[src/rtl/simple_uart_pkg.sv]
// Shared constants, state encoding and divisor helper for the simple_uart TX/RX blocks.
package simple_uart_pkg;

    localparam int NUM_BITS = 8;
    localparam int STATE_W  = 3;

    typedef enum logic [STATE_W-1:0] {
        IDLE   = 3'd0,
        START  = 3'd1,
        DATA   = 3'd2,
        PARITY = 3'd3,
        STOP   = 3'd4
    } uart_state_t;

    function automatic int divisor(input int system_freq, input int baud_rate);
        return system_freq / baud_rate;
    endfunction

endpackage

[src/rtl/simple_uart_baud_gen.sv]
// Bit-period counter: restarts on request, one-cycle tick on the last cycle of each bit.
module simple_uart_baud_gen #(
    parameter int DIVISOR = 5208
) (
    input  logic                       clock,
    input  logic                       arst_n,
    input  logic                       restart,
    output logic                       tick,
    output logic [$clog2(DIVISOR)-1:0] count
);

    localparam int             CW   = $clog2(DIVISOR);
    localparam logic [CW-1:0]  LAST = CW'(DIVISOR - 1);

    assign tick = (count == LAST);

    // Wrapping on tick makes every bit boundary a restart without help from the caller.
    always_ff @(posedge clock or negedge arst_n) begin
        if (!arst_n)
            count <= '0;
        else if (restart || tick)
            count <= '0;
        else
            count <= count + 1'b1;
    end

endmodule

[src/rtl/simple_uart_tx.sv]
// 8N1 UART transmitter with valid/ready input; define SIMPLE_UART_TX_PARITY_EN for an even-parity bit.
module simple_uart_tx
    import simple_uart_pkg::*;
#(
    parameter int SYSTEM_FREQ = 50_000_000,
    parameter int BAUD_RATE   = 9600
) (
    input  logic       clock,
    input  logic       arst_n,
    input  logic [7:0] tx_value,
    input  logic       tx_value_valid,
    output logic       tx_value_ready,
    output logic       tx_bit,
    output logic       tx_busy
);

    localparam int            DIVISOR  = divisor(SYSTEM_FREQ, BAUD_RATE);
    localparam int            CW       = $clog2(DIVISOR);
    localparam int            BCW      = $clog2(NUM_BITS);
    localparam logic [CW-1:0] PRE_LAST = CW'(DIVISOR - 2);

    if (DIVISOR < 4) begin : g_bad_divisor
        $fatal(1, "simple_uart_tx: DIVISOR must be at least 4");
    end

    uart_state_t         state, state_next;
    logic [NUM_BITS-1:0] shift, shift_next;
    logic [BCW-1:0]      bit_cnt, bit_cnt_next;
    logic                tx_bit_next, ready_next, busy_next;
    logic                restart, tick;
    logic [CW-1:0]       count;
    logic                accept;
`ifdef SIMPLE_UART_TX_PARITY_EN
    logic                parity, parity_next;
`endif

    assign accept = tx_value_valid & tx_value_ready;

    simple_uart_baud_gen #(.DIVISOR(DIVISOR)) u_baud (
        .clock   (clock),
        .arst_n  (arst_n),
        .restart (restart),
        .tick    (tick),
        .count   (count)
    );

    always_comb begin
        state_next   = state;
        shift_next   = shift;
        bit_cnt_next = bit_cnt;
        tx_bit_next  = tx_bit;
        ready_next   = 1'b0;
        busy_next    = tx_busy;
        restart      = 1'b0;
`ifdef SIMPLE_UART_TX_PARITY_EN
        parity_next  = parity;
`endif
        unique case (state)
            IDLE: begin
                restart     = 1'b1;
                tx_bit_next = 1'b1;
                busy_next   = 1'b0;
                ready_next  = 1'b1;
                if (accept) begin
                    state_next  = START;
                    shift_next  = tx_value;
                    tx_bit_next = 1'b0;
                    busy_next   = 1'b1;
                    ready_next  = 1'b0;
`ifdef SIMPLE_UART_TX_PARITY_EN
                    parity_next = ^tx_value;
`endif
                end
            end
            START: begin
                if (tick) begin
                    state_next   = DATA;
                    bit_cnt_next = '0;
                    tx_bit_next  = shift[0];
                end
            end
            DATA: begin
                if (tick) begin
                    shift_next   = shift >> 1;
                    bit_cnt_next = bit_cnt + 1'b1;
                    if (bit_cnt == BCW'(NUM_BITS - 1)) begin
`ifdef SIMPLE_UART_TX_PARITY_EN
                        state_next  = PARITY;
                        tx_bit_next = parity;
`else
                        state_next  = STOP;
                        tx_bit_next = 1'b1;
`endif
                    end else begin
                        tx_bit_next = shift[1];
                    end
                end
            end
`ifdef SIMPLE_UART_TX_PARITY_EN
            PARITY: begin
                if (tick) begin
                    state_next  = STOP;
                    tx_bit_next = 1'b1;
                end
            end
`endif
            STOP: begin
                // Ready is raised one cycle early so it is visible during the final stop cycle.
                ready_next = (count == PRE_LAST);
                if (tick) begin
                    if (accept) begin
                        state_next  = START;
                        shift_next  = tx_value;
                        tx_bit_next = 1'b0;
`ifdef SIMPLE_UART_TX_PARITY_EN
                        parity_next = ^tx_value;
`endif
                    end else begin
                        state_next = IDLE;
                        busy_next  = 1'b0;
                        ready_next = 1'b1;
                    end
                end
            end
            default: begin
                state_next  = IDLE;
                tx_bit_next = 1'b1;
                busy_next   = 1'b0;
            end
        endcase
    end

    always_ff @(posedge clock or negedge arst_n) begin
        if (!arst_n) begin
            state          <= IDLE;
            shift          <= '0;
            bit_cnt        <= '0;
            tx_bit         <= 1'b1;
            tx_value_ready <= 1'b0;
            tx_busy        <= 1'b0;
`ifdef SIMPLE_UART_TX_PARITY_EN
            parity         <= 1'b0;
`endif
        end else begin
            state          <= state_next;
            shift          <= shift_next;
            bit_cnt        <= bit_cnt_next;
            tx_bit         <= tx_bit_next;
            tx_value_ready <= ready_next;
            tx_busy        <= busy_next;
`ifdef SIMPLE_UART_TX_PARITY_EN
            parity         <= parity_next;
`endif
        end
    end

endmodule
[config.mk]
export PLATFORM = sky130hd
export DESIGN_NAME = simple_uart_tx
export DESIGN_NICKNAME = d
export VERILOG_FILES = /design/src/rtl/simple_uart_pkg.sv /design/src/rtl/simple_uart_baud_gen.sv /design/src/rtl/simple_uart_tx.sv
export SDC_FILE = /design/constraint.sdc
export NUM_CORES = 1
export LEC_CHECK = 0
export ABC_AREA = 1
export BUFFER_PORTS_ARGS = -buffer_cell sky130_fd_sc_hd__buf_2
export CAP_MARGIN = 10
export CORE_UTILIZATION = 50
export CTS_BUF_LIST = sky130_fd_sc_hd__clkbuf_8
export DETAILED_ROUTE_END_ITERATION = 12
export MAX_ROUTING_LAYER = met4
export PLACE_DENSITY = 0.68
export SETUP_SLACK_MARGIN = 0.3
export SYNTH_ARGS = -nofsm -noshare
export SYNTH_HDL_FRONTEND = slang
export SYNTH_SLANG_ARGS = --single-unit
[constraint.sdc]
create_clock -name clock -period 1.7 [get_ports clock]
set_clock_uncertainty 0.05 [all_clocks]
set_input_delay 0.51 -clock clock [delete_from_list [all_inputs] [get_ports clock]]
set_output_delay 0.51 -clock clock [all_outputs]
set_load 0.1 [all_outputs]
==> summary by stage <==
CTS
The insertion delay of the later-clocked pin in the worst-skew pair is 290 ps. The maximum buffer depth of the clock tree is 2. TritonCTS built the clock tree. The clock-pin transition on the worst setup and hold timing paths is 70 ps. The clock tree synthesis step divided the H-tree into 2 levels.

After clock tree synthesis, the flow added hold-fix buffers numbering 0. The clock buffer count from CTS is 5. The root buffer selected by CTS is clkbuf_8. CTS saw 30 sinks.

Final layout
The most common library cell in the layout ignoring fill and taps is nand2_1. In the final layout, flip-flops and latches occupy 758.2 um^2. Relative to the synthesized area, the layout overhead comes to 42.47%. The total of fill cells in the finished design is 209. The library cells used most frequently in the layout, excluding fill and tap cells, are 79 x nand2_1, 24 x dfrtp_1, 19 x inv_1, 16 x nand3_1, 14 x nand2_2.

The footprint of the multi-input gates is 1186 um^2. At the end of the flow, the number of nets in the layout was 290. The non-filler instance count after layout is 320. In the final layout, the share of cells above drive strength 1 is 0.3732. The number of antenna diodes in the final layout is 0.

Drt
Summed over all layers, the routed wires come to 4594 um. The starting DRC count in detailed routing is 116. The length of the first detailed-routing pass in iterations is 4. For this run, design rule violations remaining after detail routing come to 0.

After detailed routing, the number of vias per cell comes to 5.363. The total via count after detailed routing is 1716. In the final routed layout, each cell accounts on average for 14.36 um. The remaining number of nets flagged by the antenna check after routing is 0.

Critical path
Data on the critical path is required at its endpoint by 1830 ps. The endpoint arrival time on the critical path is 1720 ps. The critical path is of the reg2reg type. The largest fanout of any net on the critical path is 6. The minimum setup slack among reg-to-reg paths is 110 ps. STA classifies the critical path startpoint as a flop. The kind of capture point of the worst setup path is a flop.

Synth
After synthesis, the cell types taking the most area are dfrtp_1 42%, nand2_1 20%, nand3_1 6.7%. The complex-gate fraction of the synthesized area is 0.02618. Synthesis instantiated 25 different standard cells from the library. Synthesis handed over a netlist of 237 instances. Yosys printed 0 warnings. The multiplexer fraction of the synthesized cell area is 0. The post-synthesis sequential element count is 30. The share of synthesized cell area in and, or, nand and nor gates is 0.4444. The synthesized area is 1720 um^2. After synthesis, the largest family of logic cells by area is simple AND/OR/NAND/NOR gates. Of the post-synthesis cell area, the dominant cell type holds 0.4218. A synthesized cell averages 7.259 um^2. The cell type with the highest aggregate area in the netlist is dfrtp_1.

The XOR/XNOR share of the synthesized area is 0.01018. Of the total synthesized cell area, the portion taken by full adders, half adders and majority gates is 0.02909. The synthesized netlist net count is 252.

The share of the yosys chip area belonging to registers is 0.4371.

Global route
The initial antenna violation count is 0. Global routing finished with a remaining overflow of 0. The total routing usage reported by global routing is 0.2379. Entering global routing, the biggest net connects 31 pins. The global-route wire length before repair is 6141 um. The number of global-route vias before repair is 1347.

STA
The final count of negative-setup-slack endpoints is 0. The period utilization is 0.9351. The actual slew at the worst max-slew pin is 486.5 ps. The maximum clock rate is 629.0 MHz. The number of endpoints with negative hold slack in the final report came to 0. Setup repair after global routing could not meet its margin everywhere. The worst pin sits at a relative slew slack of 0.6749. The final sum of negative setup slack is 0 ps. The number of pins with negative max-slew slack in the final report came to 0. The clock period minus final worst setup slack is 1590 ps.

Floorplan
From left edge to right edge, the die measures 60.66 um. The number of core rows is 20. The floorplan step set the die height to 60.66 um.

The total area inside the core boundary comes to 3153 um^2. The area of the die is 3680 um^2. The initial standard-cell utilization of the core is 0.5456.

The number of top-level pins is 14.

Power and ir drop
In this run the power spent charging and discharging nets is 0.001583 W. The worst voltage drop across the vdd grid is 0.7275 mV. The analysis attributes to cell leakage a power of 1.167 nW.

The part of the power in registers is 0.309. Power spread over the standard cell area amounts to 1423 nW/um^2. The switching share of power is 0.4539. The internal power of the cells is 0.001905 W. The share of total power dissipated in combinational logic is 0.493. The share of total power dissipated in the clock network is 0.198.

Outcome
The run finished with clean final reports.

Placement
After legalization and detailed placement, the total HPWL measured 2467 um. Counting tap cells, the placed design contains a total of 295 instances. At the end of routability-driven placement, the weighted congestion stood at 0.8556. The count of buffers added on input and output ports is 13.

Worst hold path
The path class of the tightest hold or removal check is in2async.

Job
Across the run, the number of max-cap violations was 0.
==> logic make-up after synthesis <==
| logic type | after synthesis |
|---|---|
| AO/OA/AOI/OAI | 9 |
| XOR/XNOR | 2 |
| adder cells (fa/ha/maj) | 4 |
| buffers and inverters | 23 |
| flip-flops | 30 |
| AND/OR/NAND/NOR | 169 |
==> worst paths after layout <==
path	start	depth (start not counted)	end
worst min-delay path	arst_n	2	u_baud.count[1]$_DFF_PN0_
worst min register to register	tx_bit$_DFFE_PN1P_	2	tx_bit$_DFFE_PN1P_
worst max-delay path	u_baud.count[3]$_DFF_PN0_	7	u_baud.count[12]$_DFF_PN0_
min in group clock	tx_bit$_DFFE_PN1P_	2	tx_bit$_DFFE_PN1P_
worst max register to register	u_baud.count[3]$_DFF_PN0_	7	u_baud.count[12]$_DFF_PN0_
max in group asynchronous	arst_n	2	tx_bit$_DFFE_PN1P_
==> power by group through the flow <==
stage / combinational [W] / clock, W / sequential [W]
2_1_floorplan: 0.000712 / 0 / 0.00126
3_3_place_gp: 0.00118 / 0 / 0.00106
3_5_place_dp: 0.00118 / 0 / 0.00106
4_1_cts: 0.00129 / 0.000698 / 0.00104
5_1_grt: 0.00188 / 0.000739 / 0.00109
6_report: 0.00172 / 0.000691 / 0.00108
==> critical path, cell delays in order, from the launching register on <==
cell     delay [ps]
dfrtp_1         410
inv_2           190
nand3_4         110
nor2_4          230
nand2_8         140
buf_12          170
nand2_8         100
nor2_1           70
==> metrics by stage <==
stage          worst slack (ps)  utilization  power (W)  hold slack [ps]  area (um^2)
6_report                  110.3       0.7774   0.003488            172.8         2451
5_1_grt                   54.65       0.7774   0.003711            211.8         2451
4_1_cts                   111.3       0.6607   0.003023            186.6         2083
3_5_place_dp              172.7       0.5968   0.002242            408.2         1882
3_3_place_gp              166.8       0.5968   0.002239            406.6         1882
2_1_floorplan             265.4            -   0.001970            164.4         1737
==> routing by layer <==
metal	wire (um)	global-route usage	vias to the layer above	share of wire
li1	-	-	833	-
met1	2100	0.3369	803	0.46
met2	2066	0.3187	65	0.45
met3	299	0.04478	15	0.065
met4	127	0.1266	0	0.028
met5	0	-	-	0
==> registers in the layout, indices dropped and copies added, names as in the netlist <==
signal and count:
tx_value_ready 1, tx_bit 1, u_baud.count 13, state 3, shift 8, bit_cnt 3
tx_busy 1
==> cell usage after synthesis <==
cell       n
nor2_4     1
nand2_1   93
buf_4      1
o21ai_0    6
ha_1       4
nor2_1    24
nor2_2     4
nand2_2    4
inv_1     19
nor3_1     8
nand2_4    3
nand4_1    4
nor3b_2    2
nand3b_1   1
nand3_2    1
clkinv_1   1
xor2_1     2
dfstp_2    1
inv_2      1
a21oi_1    2
dfrtp_1   29
o21ai_1    1
nor3b_1    1
buf_2      1
nand3_1   23
==> area by class of cell <==
| type | count | share of cell area |
|---|---|---|
| multi-input cells | 187 | 0.4839 |
| well taps | 44 | 0.02246 |
| repair buffers | 30 | 0.1067 |
| flip-flops and latches | 30 | 0.3093 |
| clock buffers | 8 | 0.04492 |
| inverters | 21 | 0.03267 |
==> timing repair <==
item,4_1_cts,5_1_grt
gates cloned,1,2
setup endpoints to repair,28,32
setup buffers,6,8
pin swaps,2,20
resized for setup,12,67
Power figures use the tool's default switching activity.
